`src/rtl/random_range_if.sv`:
```
// ---------------------------------------------------------------------------
// random_range_if
// Request/response bundle for random_range_gen.
//   enable     : requester -> generator, LFSR advances while high
//   trigger    : requester -> generator, rising edge requests one sample
//   force_en   : requester -> generator, override output with a fixed value
//   dout       : generator -> requester, result value (SIZE_BITS wide)
//   dout_valid : generator -> requester, one-cycle pulse when dout updates
//   busy       : generator -> requester, high while a reduction is running
// ---------------------------------------------------------------------------
interface random_range_if #(
  parameter int SIZE_BITS = 4
);
  logic                 enable;
  logic                 trigger;
  logic                 force_en;
  logic [SIZE_BITS-1:0] dout;
  logic                 dout_valid;
  logic                 busy;

  modport master (
    output enable, trigger, force_en,
    input  dout, dout_valid, busy
  );

  modport slave (
    input  enable, trigger, force_en,
    output dout, dout_valid, busy
  );
endinterface

```
`src/rtl/random_range_gen.sv`:
```
// ---------------------------------------------------------------------------
// random_range_gen
// Pseudo-random value generator. A free-running Galois LFSR is sampled on the
// rising edge of trigger; the sample is reduced modulo RANGE
// (MAX_VAL-MIN_VAL+1) by a bit-serial restoring remainder engine, one sample
// bit per clock MSB first, and offset by MIN_VAL. force_en overrides the
// output with FORCE_VAL and aborts any reduction in progress.
// Ports:
//   clk    : system clock
//   resetN : asynchronous active-low reset
//   bus    : random_range_if.slave (enable, trigger, force_en in;
//            dout, dout_valid, busy out)
// ---------------------------------------------------------------------------
module random_range_gen #(
  parameter int SIZE_BITS = 4,
  parameter int MIN_VAL   = 0,
  parameter int MAX_VAL   = 6,
  parameter int FORCE_VAL = 7,
  parameter int LFSR_BITS = 16,
  parameter logic [LFSR_BITS-1:0] TAPS = 16'hB400,
  parameter logic [LFSR_BITS-1:0] SEED = 16'hACE1
) (
  input  logic          clk,
  input  logic          resetN,
  random_range_if.slave bus
);

  // Remainder needs one extra bit so the shifted partial value never wraps.
  localparam int REM_W = SIZE_BITS + 1;
  localparam int CNT_W = (LFSR_BITS > 1) ? $clog2(LFSR_BITS) : 1;
  localparam logic [REM_W-1:0]     RANGE_C = REM_W'(MAX_VAL - MIN_VAL + 1);
  localparam logic [LFSR_BITS-1:0] SEED_C  = (SEED == '0) ? LFSR_BITS'(1) : SEED;
  localparam logic [SIZE_BITS-1:0] MIN_C   = SIZE_BITS'(MIN_VAL);
  localparam logic [SIZE_BITS-1:0] FORCE_C = SIZE_BITS'(FORCE_VAL);

  typedef enum logic {IDLE, REDUCE} state_t;

  // One restoring-division step: shift in the next dividend bit, subtract the
  // divisor if it fits.
  function automatic logic [REM_W-1:0] rem_step(input logic [REM_W-1:0] rem,
                                                input logic              b);
    logic [REM_W-1:0] t;
    t = (rem << 1) | REM_W'(b);
    return (t >= RANGE_C) ? (t - RANGE_C) : t;
  endfunction

  state_t               state_q, state_d;
  logic [LFSR_BITS-1:0] lfsr_q, lfsr_d;
  logic                 trig_dly_q, trig_dly_d;
  logic                 force_dly_q, force_dly_d;
  logic [SIZE_BITS-1:0] dout_q, dout_d;
  logic                 dout_valid_q, dout_valid_d;
  logic                 busy_q, busy_d;
  logic [LFSR_BITS-1:0] sample_q, sample_d;
  logic [REM_W-1:0]     rem_q, rem_d;
  logic [CNT_W-1:0]     bitcnt_q, bitcnt_d;
  logic [REM_W-1:0]     rem_next;
  logic                 trig_edge;

  always_comb begin
    lfsr_d = lfsr_q;
    if (bus.enable) begin
      lfsr_d = lfsr_q[0] ? ((lfsr_q >> 1) ^ TAPS) : (lfsr_q >> 1);
    end

    trig_dly_d   = bus.trigger;
    force_dly_d  = bus.force_en;
    trig_edge    = bus.trigger & ~trig_dly_q;

    state_d      = state_q;
    busy_d       = busy_q;
    dout_d       = dout_q;
    dout_valid_d = 1'b0;
    sample_d     = sample_q;
    rem_d        = rem_q;
    bitcnt_d     = bitcnt_q;
    rem_next     = rem_step(rem_q, sample_q[bitcnt_q]);

    if (bus.force_en) begin
      // Override wins over everything; only its rising edge is announced.
      state_d      = IDLE;
      busy_d       = 1'b0;
      dout_d       = FORCE_C;
      dout_valid_d = ~force_dly_q;
    end else begin
      case (state_q)
        IDLE: begin
          if (trig_edge) begin
            sample_d = lfsr_q;
            rem_d    = '0;
            bitcnt_d = CNT_W'(LFSR_BITS - 1);
            state_d  = REDUCE;
            busy_d   = 1'b1;
          end
        end
        REDUCE: begin
          rem_d    = rem_next;
          bitcnt_d = bitcnt_q - CNT_W'(1);
          if (bitcnt_q == '0) begin
            dout_d       = rem_next[SIZE_BITS-1:0] + MIN_C;
            dout_valid_d = 1'b1;
            busy_d       = 1'b0;
            state_d      = IDLE;
          end
        end
        default: state_d = IDLE;
      endcase
    end
  end

  always_ff @(posedge clk or negedge resetN) begin
    if (!resetN) begin
      state_q      <= IDLE;
      lfsr_q       <= SEED_C;
      trig_dly_q   <= 1'b0;
      force_dly_q  <= 1'b0;
      dout_q       <= MIN_C;
      dout_valid_q <= 1'b0;
      busy_q       <= 1'b0;
    end else begin
      state_q      <= state_d;
      lfsr_q       <= lfsr_d;
      trig_dly_q   <= trig_dly_d;
      force_dly_q  <= force_dly_d;
      dout_q       <= dout_d;
      dout_valid_q <= dout_valid_d;
      busy_q       <= busy_d;
    end
  end

  // Reduction datapath is always (re)loaded before use, so it carries no reset.
  always_ff @(posedge clk) begin
    sample_q <= sample_d;
    rem_q    <= rem_d;
    bitcnt_q <= bitcnt_d;
  end

  assign bus.dout       = dout_q;
  assign bus.dout_valid = dout_valid_q;
  assign bus.busy       = busy_q;

endmodule

```
`src/flat_wrapper.sv`:
```
// flat-port wrapper written by rule: the top's interface ports become plain ports
module random_range_gen_flat 
#(
  parameter int SIZE_BITS = 4,
  parameter int MIN_VAL   = 0,
  parameter int MAX_VAL   = 6,
  parameter int FORCE_VAL = 7,
  parameter int LFSR_BITS = 16,
  parameter logic [LFSR_BITS-1:0] TAPS = 16'hB400,
  parameter logic [LFSR_BITS-1:0] SEED = 16'hACE1
)
  (clk, resetN, bus_enable, bus_trigger, bus_force_en, bus_dout, bus_dout_valid, bus_busy);
  random_range_if #(.SIZE_BITS(SIZE_BITS)) bus_i ();
  input  logic clk;
  input  logic resetN;
  input wire logic [$bits(bus_i.enable)-1:0] bus_enable;
  input wire logic [$bits(bus_i.trigger)-1:0] bus_trigger;
  input wire logic [$bits(bus_i.force_en)-1:0] bus_force_en;
  output wire logic [$bits(bus_i.dout)-1:0] bus_dout;
  output wire logic [$bits(bus_i.dout_valid)-1:0] bus_dout_valid;
  output wire logic [$bits(bus_i.busy)-1:0] bus_busy;
  assign bus_i.enable = bus_enable;
  assign bus_i.trigger = bus_trigger;
  assign bus_i.force_en = bus_force_en;
  assign bus_dout = bus_i.dout;
  assign bus_dout_valid = bus_i.dout_valid;
  assign bus_busy = bus_i.busy;
  random_range_gen #(.SIZE_BITS(SIZE_BITS), .MIN_VAL(MIN_VAL), .MAX_VAL(MAX_VAL), .FORCE_VAL(FORCE_VAL), .LFSR_BITS(LFSR_BITS), .TAPS(TAPS), .SEED(SEED)) u_core (.clk(clk), .resetN(resetN), .bus(bus_i));
endmodule
```
`config.mk`:
```
export PLATFORM = sky130hd
export DESIGN_NAME = random_range_gen_flat
export DESIGN_NICKNAME = d
export VERILOG_FILES = /design/src/rtl/random_range_if.sv /design/src/rtl/random_range_gen.sv /design/src/flat_wrapper.sv
export SDC_FILE = /design/constraint.sdc
export NUM_CORES = 1
export LEC_CHECK = 0
export CORE_MARGIN = 1
export CORE_UTILIZATION = 35
export CTS_CLUSTER_SIZE = 20
export DETAILED_ROUTE_END_ITERATION = 16
export PLACE_DENSITY = 0.54
export REMOVE_ABC_BUFFERS = 1
export SLEW_MARGIN = 10
export SYNTH_ARGS = -nofsm -noshare
export SYNTH_HDL_FRONTEND = slang
export SYNTH_SLANG_ARGS = --single-unit
```
`constraint.sdc`:
```
create_clock -name clk -period 3.26 [get_ports clk]
set_input_delay 0.652 -clock clk [delete_from_list [all_inputs] [get_ports clk]]
set_output_delay 0.652 -clock clk [all_outputs]
set_load 0.03 [all_outputs]
```
==> run metrics <==
outcome=finished, final reports clean; Synth-to-Final Area Change=12.90%; Final GP Congestion=0.7587; Worst path top cell family by delay=compound AO/OA/AOI/OAI gates; die area=0.006411 mm2; fin cells=249; later-pin clock latency in the skew report=0.30 ns; fillcell total=547; PortBufs=10; WP data arrival=3.04 ns; Distinct cells, synth=37; crit share post-route=0.8788; Setup crit start=u_core.bitcnt_q[2]$_SDFFCE_PN1P_; Worst Hold Depth=1; Inst Count DP=241; worst path required time=between 3 and 4 ns; starting density of the core=0.3625; sink count of the clock tree=49; leak pwr=0.0008863 uW; Worst setup SP type=register; share of layout cells above drive strength 1=0.2241; Critical Path Fanout Max=5; most common cell after layout, fill and taps aside=edfxtp_1; Max Clock Skew=~0.0070 ns; Worst-Margin Slew=about 0.75 ns; R2R setup slack=0.40 ns; antenna violations before repair=0; slowest CP cell=edfxtp_1; hold_sp=u_core.force_dly_q$_DFF_PN0_; Max VDD drop=325.4 uV; drt drc=0; Layout Utilization=0.4092; global-route wire length before repair=5982 um; critical path depth=11; largest net degree at the start of global routing=26; Setup Total Neg Slack=0 ns; FF-to-FF Start=u_core.bitcnt_q[2]$_SDFFCE_PN1P_; WHS Endpoint=u_core.bus.dout_valid$_DFF_PN0_; Post-DRT Antenna Nets=0; via count=~1200; routed wire length=about 3500 um; post-cts hold buffer count=0; clock period minus worst slack=2.865 ns; number of DRC markers in iteration 0=between 60 and 70; Synth Warn #=0; max cap viols=0; HP Class=reg -> reg; Design Power=~1500 uW; Final setup viols=0; register area share after synthesis=0.6358; Setup CP Type=reg -> reg; GRT Total Usage=0.1250; Fmax=between 300 and 400 MHz; Crit path largest cell delay=0.47 ns; Layout Nets=180; RR Endpoint=u_core.bus.dout[1]$_DFFE_PN0P_; Hold Vio Cnt, Final=0; cts bufs inserted=5; Gate Count Post-Synth=160; mapped cell area=0.002133 mm2; CTS root buf=clkbuf_8; antenna fix cells=0; tightest hold margin=between 0.4 and 0.5 ns; Yosys reg bits=49; Detailed Routing Iterations Pass 1=4; Final Max Tran Viols=0; drt wl/cell=roughly 14 um; GR Overflow Total=0; CTS tree=done; WP buf/inv=1; crit-path cells=mux2_1 > o22ai_1 > or3_1 > and2_4 > inv_1 > ha_1 > a211o_1 > o21ai_0 > nor2_1 > a211oi_1 > o21ai_0; H-Tree Depth=2; post-CTS setup-driven buffer insertion count=0; Syn Area/Cell=between 10 and 15 um2; vias per cell=4.960; number of global-route vias before repair=1264; Clock transition at path regs=0.09 ns; Die Wd=80.07 um; Clock Path Buffers=2; P per Cell Area=618.8 mW/mm2; Post-CTS Resized=0; # rows=28; Slew Limit Headroom=0.4952; RSZ-0062 raised after global routing=false; cell repeated most along the worst path=o21ai_0; Die Span Y=80.07 um; Reg2Reg Depth=11; most frequent cells in the layout=edfxtp_1, dfrtp_1, mux2_2; core area=between 0.005 and 0.006 mm2; DP HPWL=about 2500 um; I/O pin total=11; crit end category=register
## sequential cells by signal, indices dropped and copies added, names as in the netlist
register and count:
u_core.lfsr_q 16, u_core.sample_q 16, u_core.bitcnt_q 4, u_core.bus.dout 4, u_core.rem_q 4, u_core.bus.busy 1, u_core.bus.dout_valid 1, u_core.force_dly_q 1
u_core.state_q 1, u_core.trig_dly_q 1
## synth_stat cells
cell	number	area, um2
nand3_1	5	25.02
a211oi_1	3	22.52
nand2_1	12	45.04
nand2b_1	2	12.51
nor2b_1	1	6.260
edfxtp_1	24	720.7
clkbuf_1	5	18.77
a21o_1	1	7.510
o32ai_2	1	16.27
a31o_2	1	8.760
inv_1	5	18.77
xnor2_1	5	43.79
and2_4	1	8.760
o21ai_0	7	35.03
o22ai_1	2	12.51
a211o_1	1	8.760
and2_1	3	18.77
a21oi_1	7	35.03
o311ai_2	1	16.27
mux2_2	14	157.7
buf_1	1	3.750
nor2_1	9	33.78
a21boi_1	1	7.510
buf_6	1	11.26
a22o_1	1	8.760
ha_1	2	25.02
dfrtp_1	17	425.4
nand2b_4	1	13.76
mux2_1	1	11.26
nor3b_1	1	7.510
nor3_1	5	25.02
and3_1	1	6.260
or3_1	1	6.260
mux4_2	1	22.52
nand4_1	1	6.260
dfstp_2	8	210.2
mux2i_1	7	70.07
## metrics by stage
| step | setup WS (ns) | area, um2 |
|---|---|---|
| after global placement | 0.6043 | 2321 |
| final | 0.3952 | 2409 |
| after global routing | 0.1592 | 2409 |
| after detailed placement | 0.4221 | 2321 |
| after floorplan | 0.5531 | 2100 |
| after CTS | 0.3973 | 2409 |
## worst reg2reg max path: stages (launching register included)
cell      delay, ns
edfxtp_1       0.47
mux2_1         0.35
o22ai_1        0.24
or3_1          0.23
and2_4         0.17
inv_1          0.04
ha_1           0.23
a211o_1        0.33
o21ai_0        0.24
nor2_1         0.09
a211oi_1       0.24
o21ai_0        0.12
## final cells by class
class | instances | area, um2 | share of cell area
clock inverters | 2 | 15.01 | 0.006234
clock buffers | 6 | 72.57 | 0.03013
well taps | 75 | 93.84 | 0.03896
inverters | 5 | 18.77 | 0.007792
multi-input cells | 99 | 729.5 | 0.3029
flip-flops and latches | 49 | 1356 | 0.5631
repair buffers | 13 | 122.6 | 0.05091
## layer usage
layer  vias up  GRT usage  share of wire
li1        604          -              -
met2        35     0.2034           0.49
met3         6    0.03864          0.052
met4         0    0.05536          0.014
met5         -          0              0
met1       590     0.1519           0.44
## worst max path at each step
stage,slack (ns),endpoint
after floorplan,0.55,u_core.bus.dout[1]$_DFFE_PN0P_
after global routing,0.16,u_core.bus.dout[1]$_DFFE_PN0P_
final,0.40,u_core.bus.dout[1]$_DFFE_PN0P_
after detailed placement,0.42,u_core.bus.dout[1]$_DFFE_PN0P_
after CTS,0.40,u_core.bus.dout[1]$_DFFE_PN0P_
after global placement,0.60,u_core.bus.dout[1]$_DFFE_PN0P_
## cells by family after synthesis
| group | count (synthesis) | share of synthesized area |
|---|---|---|
| flops | 49 | 0.6358 |
| simple gates | 43 | 0.1009 |
| compound gates | 26 | 0.08387 |
| mux | 23 | 0.1226 |
| buf+inv | 12 | 0.02463 |
| xor+xnor | 5 | 0.02053 |
| fa+ha+maj | 2 | 0.01173 |
## report_power, final
part	leakage (uW)	total [uW]	switching, uW	internal [uW]
combinational	0.000359	206	80.9	125
sequential	0.000490	937	97.4	839
clock	0.0000374	348	197	151
(Power assumes the default switching activity.)
